## config.mk

```make
export PLATFORM = sky130hd
export DESIGN_NAME = fetch_unit
export DESIGN_NICKNAME = d
export VERILOG_FILES = /design/src/rtl/miri_pkg.sv /design/src/rtl/fetch_pc_gen.sv /design/src/rtl/fetch_unit.sv
export SDC_FILE = /design/constraint.sdc
export NUM_CORES = 1
export LEC_CHECK = 0
export ABC_AREA = 1
export CORE_MARGIN = 2
export CORE_UTILIZATION = 30
export DETAILED_ROUTE_END_ITERATION = 10
export PLACE_DENSITY = 0.65
export SYNTH_ARGS = -nofsm -noshare
export SYNTH_HDL_FRONTEND = slang
export SYNTH_SLANG_ARGS = --single-unit
```

## constraint.sdc

```tcl
create_clock -name clk -period 1.69 [get_ports clk]
set_input_delay 0.507 -clock clk [delete_from_list [all_inputs] [get_ports clk]]
set_output_delay 0.507 -clock clk [all_outputs]
set_load 0.02 [all_outputs]
```

## src/rtl/miri_pkg.sv

```systemverilog
// Shared fetch-side types and constants.
// Latency: n/a (declarations only).
// Backpressure: n/a.
package miri_pkg;

    localparam int XLEN    = 32;
    localparam int INSTR_W = 32;

    localparam logic [XLEN-1:0] RESET_PC_DEF = 32'h0000_1000;

    typedef enum logic [1:0] {
        ST_REQ   = 2'd0,
        ST_WAIT  = 2'd1,
        ST_HOLD  = 2'd2,
        ST_DRAIN = 2'd3
    } fetch_state_e;

endpackage

```

## src/rtl/fetch_pc_gen.sv

```systemverilog
// PC register with +4 advance and redirect mux; FETCH_MISALIGN_EN keeps low target bits.
// Latency: new PC visible one cycle after redirect/advance.
// Backpressure: none; redirect wins over advance.
module fetch_pc_gen
    import miri_pkg::*;
#(
    parameter int                ADDR_W   = XLEN,
    parameter logic [ADDR_W-1:0] RESET_PC = ADDR_W'(RESET_PC_DEF)
) (
    input  logic              clk,
    input  logic              reset,
    input  logic              redirect_vld,
    input  logic [ADDR_W-1:0] redirect_pc,
    input  logic              advance,
    output logic [ADDR_W-1:0] pc
);

    logic [ADDR_W-1:0] pc_q;
    logic [ADDR_W-1:0] pc_d;
    logic [ADDR_W-1:0] target;

`ifdef FETCH_MISALIGN_EN
    assign target = redirect_pc;
`else
    // Targets are word-forced so the fetch address stays aligned.
    assign target = redirect_pc & ~ADDR_W'(3);
`endif

    always_comb begin
        pc_d = pc_q;
        if (redirect_vld) begin
            pc_d = target;
        end else if (advance) begin
            pc_d = pc_q + ADDR_W'(4);
        end
    end

    always_ff @(posedge clk or negedge reset) begin
        if (!reset) begin
            pc_q <= RESET_PC;
        end else begin
            pc_q <= pc_d;
        end
    end

    assign pc = pc_q;

endmodule

```

## src/rtl/fetch_unit.sv

```systemverilog
// Single-outstanding instruction fetch FSM; FETCH_MISALIGN_EN enables misaligned-target exception.
// Latency: accept in N, response in N+1 -> instr_valid in N+2 (one instr per 3 cycles).
// Backpressure: holds instruction until decode_ready; redirect flushes and drains in-flight response.
module fetch_unit
    import miri_pkg::*;
#(
    parameter logic [31:0] RESET_PC = RESET_PC_DEF,
    parameter int          ADDR_W   = XLEN
) (
    input  logic               clk,
    input  logic               reset,
    output logic               imem_req,
    output logic [ADDR_W-1:0]  imem_addr,
    input  logic               imem_ready,
    input  logic               imem_rsp_valid,
    input  logic [INSTR_W-1:0] imem_rsp_data,
    output logic [INSTR_W-1:0] instruction,
    output logic [ADDR_W-1:0]  instr_pc,
    output logic               instr_valid,
    input  logic               decode_ready,
    input  logic               redirect_valid,
    input  logic [ADDR_W-1:0]  redirect_pc,
    output logic               fetch_exc
);

    fetch_state_e       state_q, state_d;
    logic [INSTR_W-1:0] instr_q, instr_d;
    logic [ADDR_W-1:0]  instr_pc_q, instr_pc_d;
    logic               instr_vld_q, instr_vld_d;
    logic               exc_q, exc_d;
    logic               pc_advance;
    logic               redirect_misalign;
    logic [ADDR_W-1:0]  pc;

`ifdef FETCH_MISALIGN_EN
    assign redirect_misalign = redirect_valid && (redirect_pc[1:0] != 2'b00);
`else
    assign redirect_misalign = 1'b0;
`endif

    fetch_pc_gen #(
        .ADDR_W   (ADDR_W),
        .RESET_PC (ADDR_W'(RESET_PC))
    ) u_pc_gen (
        .clk          (clk),
        .reset        (reset),
        .redirect_vld (redirect_valid),
        .redirect_pc  (redirect_pc),
        .advance      (pc_advance),
        .pc           (pc)
    );

    // Gated by reset so no request leaks out while the core is held in reset.
    assign imem_req  = reset && (state_q == ST_REQ) && !exc_q;
    assign imem_addr = pc;

    always_comb begin
        state_d     = state_q;
        instr_d     = instr_q;
        instr_pc_d  = instr_pc_q;
        instr_vld_d = instr_vld_q;
        exc_d       = exc_q;
        pc_advance  = 1'b0;

        case (state_q)
            ST_REQ: begin
                if (redirect_valid) begin
                    state_d = (imem_req && imem_ready) ? ST_DRAIN : ST_REQ;
                end else if (imem_req && imem_ready) begin
                    state_d = ST_WAIT;
                end
            end
            ST_WAIT: begin
                if (redirect_valid) begin
                    state_d = imem_rsp_valid ? ST_REQ : ST_DRAIN;
                end else if (imem_rsp_valid) begin
                    state_d     = ST_HOLD;
                    instr_d     = imem_rsp_data;
                    instr_pc_d  = pc;
                    instr_vld_d = 1'b1;
                    pc_advance  = 1'b1;
                end
            end
            ST_HOLD: begin
                if (redirect_valid || decode_ready) begin
                    state_d     = ST_REQ;
                    instr_vld_d = 1'b0;
                end
            end
            ST_DRAIN: begin
                // A redirect here only retargets the PC; the stale response is still owed.
                if (imem_rsp_valid) begin
                    state_d = ST_REQ;
                end
            end
            default: state_d = ST_REQ;
        endcase

        if (redirect_valid) begin
            instr_vld_d = 1'b0;
            exc_d       = redirect_misalign;
            if (redirect_misalign) begin
                instr_pc_d = redirect_pc;
            end
        end
    end

    always_ff @(posedge clk or negedge reset) begin
        if (!reset) begin
            state_q     <= ST_REQ;
            instr_q     <= '0;
            instr_pc_q  <= '0;
            instr_vld_q <= 1'b0;
            exc_q       <= 1'b0;
        end else begin
            state_q     <= state_d;
            instr_q     <= instr_d;
            instr_pc_q  <= instr_pc_d;
            instr_vld_q <= instr_vld_d;
            exc_q       <= exc_d;
        end
    end

    assign instruction = instr_q;
    assign instr_pc    = instr_pc_q;
    assign instr_valid = instr_vld_q;
    assign fetch_exc   = exc_q;

endmodule
```

-- Word-level counts from Yosys, hierarchy flattened
Index checks and enable logic that the tools add are counted.
- logic and storage cells: 42
- output and inout bits: 99
- bits in registers: 99
- bits of input ports: 70
- $add $sub $neg: 1
- reduce and logical (&&, ||, !) cells: 9
- equal/unequal tests: 8
- mux-type cells: 18
- bitwise gates (word level): 1
- operators by type and width (operator ; number):
    $mux 32 ; 2
    $add 32x3->32 const B ; 1
    $mux 2 ; 8
    $pmux 2 s4 ; 1
    $mux 1 ; 6
    $ne 3x3->1 const B ; 2
    $reduce_and 3->1 ; 2
    $eq 2x2->1 const B ; 2
    $ne 2x2->1 const B ; 2
    $reduce_and 4->1 ; 1
    $ne 3x2->1 const B ; 1
    $reduce_bool 3->1 ; 1
    $eq 2x1->1 const B ; 1
    $logic_and 1x1->1 ; 2
    $logic_not 2->1 ; 1
    $pmux 1 s2 ; 1
    $reduce_bool 2->1 ; 1
    $logic_or 1x1->1 ; 1
    $not 1->1 ; 1

-- Longest topological paths before layout
Gate-level depths: netlist of run 1.
- depth in word-level cells: 6
- gate-level depth with buffers: 10

-- Modules after synthesis
Synthesis of run 1 repeated with hierarchy kept, for this count alone.
- cells, all modules: 626
- area, all modules: 4863.4 µm²
- by module, submodules not included (module ; times used ; cells an instance ; seq. area each (µm²) ; area an instance (µm²)):
    fetch_unit ; 1 ; 315 ; 1676.6 ; 2723.9
    fetch_pc_gen ; 1 ; 311 ; 752.0 ; 2139.6

-- Worst setup path after synthesis of run 1
OpenSTA, ideal clock, no wires.
- path kind: register to register
- from: register u_pc_gen.pc_q[3], in the netlist u_pc_gen.pc[3]
- to: register u_pc_gen.pc_q[20], in the netlist u_pc_gen.pc[20]
- required time: 1.573 ns
- arrival time: 1.459 ns
- path slack: 0.114 ns
- setup time: 0.117 ns
- clock period less this slack: 1.576 ns
- cell stages (with the launch flop): 11
- cell sequence: dfrtp_1 -> ha_1 -> nand2_2 -> nor2_4 -> nand2_2 -> nor2_2 -> nand2_1 -> nand2_1 -> nand3_1 -> nand2_1 -> nand2_1
- cells in the longest elaborated chain, start to end: 3
- RTL lines (what ; line ; text):
    start, declared ; fetch_pc_gen.sv:18 ; logic [ADDR_W-1:0] pc_q;
    start signal, assigned ; fetch_pc_gen.sv:42 ; pc_q <= pc_d;
    $add 32x3->32 ; fetch_pc_gen.sv:34 ; pc_d = pc_q + ADDR_W'(4);
    $mux 32 ; fetch_pc_gen.sv:33 ; end else if (advance) begin
    $mux 32 ; fetch_pc_gen.sv:31 ; if (redirect_vld) begin
Every way passes these cells. The select of a mux whose other input is x is not followed.
A chain may end at the register's enable or synchronous reset.

-- Final worst setup path of run 1
- from: register u_pc_gen.pc_q[10], in the netlist u_pc_gen.pc[10]
- to: output imem_addr[10]
- RTL lines (what ; line ; text):
    end, declared ; fetch_unit.sv:13 ; output logic [ADDR_W-1:0] imem_addr,
No word-level cell between the ends.

==> results of run 1 <==
sequential cells by signal, indices dropped and copies added, names as in the netlist:
register	count
instr_pc	30
instruction	32
u_pc_gen.pc	30
instr_valid	1
state_q	2
cell usage after synthesis (5+ instances only):
master    instances
o21ai_0          37
inv_1            42
buf_2             9
nand2_1         239
nor2_1           65
dfrtp_1          94
nor2_4            5
o211ai_1          5
clkbuf_1          7
nor3_1            5
buf_4            11
nand3b_1          6
nand3_1          33
nand4_1           6
a21oi_1          10
final cells by class:
type | instances | share of cell area, %
well taps | 211 | 3.71
repair buffers | 215 | 26.8
inverters | 45 | 2.41
clock inverters | 5 | 1.12
multi-input cells | 447 | 29.0
clock buffers | 11 | 3.55
flip-flops and latches | 95 | 33.4
worst paths after layout:
kind                                          endpoint  slack [ns]                   startpoint
setup / recovery                         imem_addr[10]        0.04  u_pc_gen.pc[10]$_DFFE_PN0P_
hold / removal                  state_q[1]$_DFFE_PN0P_        0.24                        reset
setup reg to reg           u_pc_gen.pc[20]$_DFFE_PN0P_        0.11  u_pc_gen.pc[12]$_DFFE_PN1P_
hold reg to reg                instr_valid$_DFFE_PN0P_        0.46      instr_valid$_DFFE_PN0P_
max in group asynchronous   u_pc_gen.pc[2]$_DFFE_PN0P_        0.28                        reset
min in group clk               instr_valid$_DFFE_PN0P_        0.46      instr_valid$_DFFE_PN0P_
repair_timing:
| item | CTS | global route |
|---|---|---|
| resized for setup | 102 | 17 |
| endpoints found under the hold margin | 0 | 0 |
| pin swaps | 0 | 2 |
| setup endpoints to repair | 129 | 51 |
| buffers inserted | 0 | 1 |
routing by layer:
metal	wire length, um	global-route usage, %
met1	6440	23.1
met2	6560	28.0
met3	1290	5.24
met4	214	5.43
met5	0	0
per-stage QoR:
step | utilization (%) | cell area (sq um)
floorplan | - | 4720
global placement | 44.8 | 6840
detailed placement | 44.8 | 6840
CTS | 46.2 | 7050
global route | 46.7 | 7120
finish | 46.7 | 7120
power breakdown:
part           internal (W)  switching [W]
clock network       0.00138       0.000884
registers           0.00315       0.000521
logic               0.00175        0.00263
cells by family after synthesis:
logic type / after synthesis / synth area share, %
compound gates: 64 / 7.68
xor+xnor: 5 / 0.930
fa+ha+maj: 1 / 0.266
buf+inv: 73 / 7.09
flops: 95 / 50.5
other cells: 1 / 0.0796
simple gates: 372 / 33.4
==> reports/metrics.cfg, run 1 <==
[status]
status = finished clean

[job]
max_cap_viol_count = 0

[cells_and_area]
final_net_count = 884
final_cell_mix = nand2_1, dfrtp_1, dlygate4sd2_1, clkdlybuf4s50_1, nor2_1
final_common_cell = nand2_1
drive_above_1_share_pct = 12.6
antennaDiodeCount = 0
final_cells = 1029
fillers = 1529
seq_area_sq_um = 2380
multi_input_area_sq_um = 2060
syn2layout_area_growth_pct = 51.2

[sta]
max_freq_mhz = 605
fin_crit_ns = 1.65
finalCritPeriodShare_pct = 97.8
setup_viol = 0
hold_violations = 0
tightest_slew_ns = 0.684
fin_ws_ns = 0.0373
fin_worst_skew_ns = 0.00636
slew_violations = 0
whs_ns = 0.237
slew_headroom_pct = 54.4
setup_tns_ns = 0

[clock_tree]
clock_latency_ns = 0.34
clock-sinks = 95
cts_root_buf = clkbuf_16
clkSlewWorstSetupHoldPaths_ns = 0.07
htreeDepth = 3
clock_path_buffers = 2
cts_tree = done
numCtsBuffers = 9
ctsHoldBuffers = 0

[yosys]
syn-cell-area_sq_um = 4710
synth-edff-count = 0
synth-main-ff-cell = dfrtp_1
syn_inst = 611
yosys.area.top_type = dfrtp_1
yosys-top-cells-area = dfrtp_1, nand2_1, nor2_1, o21ai_0, nand3_1
synth.top_cell.area_share_pct = 49.9
synth_seq_area_share_pct = 50.5
synth_seq_cells = 95
yosysWarnings = 0
synth_cell_types = 37
async_reset_ff_share_pct = 100
syn_avg_cell_area_sq_um = 7.71

[global_routing]
track_usage_pct = 17.6
grt_pass1_wl_um = 22900
grt_pass1_vias = 4487
gr-total-overflow = 0
antenna_found_initial = 0
grt_max_degree = 54

[power_and_ir_drop]
p_total_w = 0.0103
p_per_area_nw_per_um2 = 1450
p_leak_nw = 3.58
irDropWorstVdd_mv = 0.786

[setup_path]
critPathTopFamily = flip-flops
endpoint_kind = output pin
cp_slowest_cell = dfrtp_1
cp.depth = 1
cp_max_fo = 5
cpPeakStageDelay_ns = 0.46
timing.critical_path.buf_inv = 1
reg2reg_depth = 9
crit_chain = clkdlybuf4s15_1
startpoint_type = flip-flop
arrival_ns = 1.15
crit_type = reg -> out
crit_required_ns = 1.18

[die]
fp.dieH_um = 129
rows = 45
dieWidth_um = 129
num_io_pins = 169
core_area_sq_um = 15300
die_area_sq_um = 16700
start_util_pct = 30.9

[route]
wl_per_cell_um = 14.1
antenna_left = 0
drtPass1Iterations = 4
routed_via_density = 4.45
vias = 4580
wl_um = 14500
route.detailed.drc = 0
first_iter_violations = 213

[min_path]
min_path_type = in -> async

[placed_design]
hpwlAfterDp_um = 10900
place_ws_ns = -0.411
gp_congestion = 0.820
dp.cells = 1012
io_buffers = 161

Power figures use the tool's default switching activity.
==> run 2, diff against run 1 <==
- CORE_UTILIZATION: 30 -> 45
- PLACE_DENSITY: 0.65 -> 0.88
==> run 2 against run 1 <==
  * The flow now finishes with violations (setup timing)
  * Sequential power about the same
  * Cell count shrank 7.5%
  * Routed wire length increased by 2.8%
  * Critical path depth increased by 3
  * Final area fell by 2.7%
  * Clock power fell by 17%
  * Die area down 32%
  * Core utilization up 21 points
  * Fmax shrank 3.8%
  * Power down 2.7%
  * Clock skew grew 0.010 ns
  * Sequential share of layout area increased by 0.92 points
  * Critical path type unchanged
  * Highest routed layer unchanged
==> reports/metrics.cfg, run 2 (synthesis results as in run 1) <==
[cells_and_area]
fin_util_pct = 67.7
syn2layout_area_growth_pct = 47.1
drive_above_1_share_pct = 12.9
final_cell_mix = nand2_1, dfrtp_1, dlygate4sd2_1, clkdlybuf4s50_1, nor2_1
fillers = 855
final_common_cell = nand2_1
largest_reg_flops = 32
antennaDiodeCount = 0
seq_area_sq_um = 2380
multi_input_area_sq_um = 2040
final_net_count = 882

[min_path]
min_path_type = in -> async

[setup_path]
arrival_ns = 1.21
crit_type = reg -> out
cp_slowest_cell = dfrtp_1
startpoint_type = flip-flop
crit_chain = inv_2 -> nand2_2 -> nor2_4 -> buf_6
cpPeakStageDelay_ns = 0.41
crit_required_ns = 1.18
endpoint_kind = output pin
cp_max_fo = 2

[status]
violations = setup timing
status = finished with violations

[power_and_ir_drop]
p_per_area_nw_per_um2 = 1450
p_total_w = 0.0100
p_leak_nw = 3.52
irDropWorstVdd_mv = 0.674

[global_routing]
grt_pass1_vias = 4914
track_usage_pct = 26.7
gr-total-overflow = 0
antenna_found_initial = 0
grt_pass1_wl_um = 23800
grt_max_degree = 57

[route]
drtPass1Iterations = 5
wl_per_cell_um = 15.7
vias = 4853
wl_um = 14900
routed_via_density = 5.10
antenna_left = 0
first_iter_violations = 393
route.detailed.drc = 0

[die]
num_io_pins = 169
start_util_pct = 46.0
rows = 37
die_area_sq_um = 11300
fp.dieH_um = 106
dieWidth_um = 106
core_area_sq_um = 10200

[clock_tree]
numCtsBuffers = 9
cts_tree = done
clock_latency_ns = 0.37
clock_path_buffers = 2
htreeDepth = 3
clkSlewWorstSetupHoldPaths_ns = 0.11
ctsHoldBuffers = 0
cts_root_buf = clkbuf_8
clock-sinks = 95

[placed_design]
hpwlAfterDp_um = 11000
io_buffers = 161
gp_congestion = 0.896

[job]
max_cap_viol_count = 0

[sta]
tightest_slew_ns = 0.742
setup_viol = 1
slew_violations = 0
fin_worst_skew_ns = 0.0164
fin_ws_ns = -0.0287
hold_violations = 0
finalCritPeriodShare_pct = 102
whs_ns = 0.349
max_freq_mhz = 582
fin_crit_ns = 1.72
setup_tns_ns = -0.0287
rsz0062_at_grt = yes
slew_headroom_pct = 50.6

[run 2: per-layer routing]
| layer | part of all wire (%) | track usage, % | up-vias |
|---|---|---|---|
| met5 | 0 | 0 | - |
| met4 | 2.3 | 8.18 | 0 |
| li1 | - | - | 2323 |
| met2 | 50 | 47.2 | 200 |
| met1 | 42 | 33.3 | 2297 |
| met3 | 6.1 | 4.84 | 33 |
[run 2: critical path, delay by kind of cell (launching register included)]
family | cells | cell delay (ns)
buffers and inverters | 2 | 0.21
and+or+nand+nor | 2 | 0.23
DFF | 1 | 0.41
[run 2: final timing paths]
path                                                to  slack (ns)  depth (start not counted)                        start
hold reg to reg            instruction[28]$_DFFE_PN0P_        0.48                          2  instruction[28]$_DFFE_PN0P_
setup reg to reg           u_pc_gen.pc[27]$_DFFE_PN0P_        0.04                          8   u_pc_gen.pc[2]$_DFFE_PN0P_
setup / recovery                              imem_req       -0.03                          4       state_q[0]$_DFFE_PN0P_
max in group asynchronous   u_pc_gen.pc[8]$_DFFE_PN0P_        0.72                          3                        reset
min in group clk           instruction[28]$_DFFE_PN0P_        0.48                          2  instruction[28]$_DFFE_PN0P_
hold / removal             instruction[20]$_DFFE_PN0P_        0.35                          3                        reset
[run 2: final cells by class]
class | count | area share [%]
clock inverter | 6 | 1.66
sequential | 95 | 34.4
multi-input combinational | 447 | 29.5
timing repair buffer | 213 | 27.6
tap | 136 | 2.46
clock buffer | 10 | 1.99
inverter | 45 | 2.44
[run 2: stage by stage]
| stage | instance area, sq um | instances | worst slack [ns] |
|---|---|---|---|
| 2_1_floorplan | 4720 | 615 | 0.114 |
| 3_3_place_gp | 6740 | 934 | -0.271 |
| 3_5_place_dp | 6740 | 934 | -0.326 |
| 4_1_cts | 6870 | 950 | -0.0218 |
| 5_1_grt | 6930 | 952 | -0.0508 |
| 6_report | 6930 | 952 | -0.0287 |
[run 2: repair_timing]
item	in CTS	in global routing
buffers inserted	0	2
endpoints found under the setup margin	94	22
resized for setup	104	24
pin swaps	0	2
[run 2: report_power, final]
part / leakage, nW / internal [W] / switching, W
clock network: 0.123 / 0.00103 / 0.000842
logic: 2.23 / 0.00178 / 0.00272
registers: 1.16 / 0.00314 / 0.000514
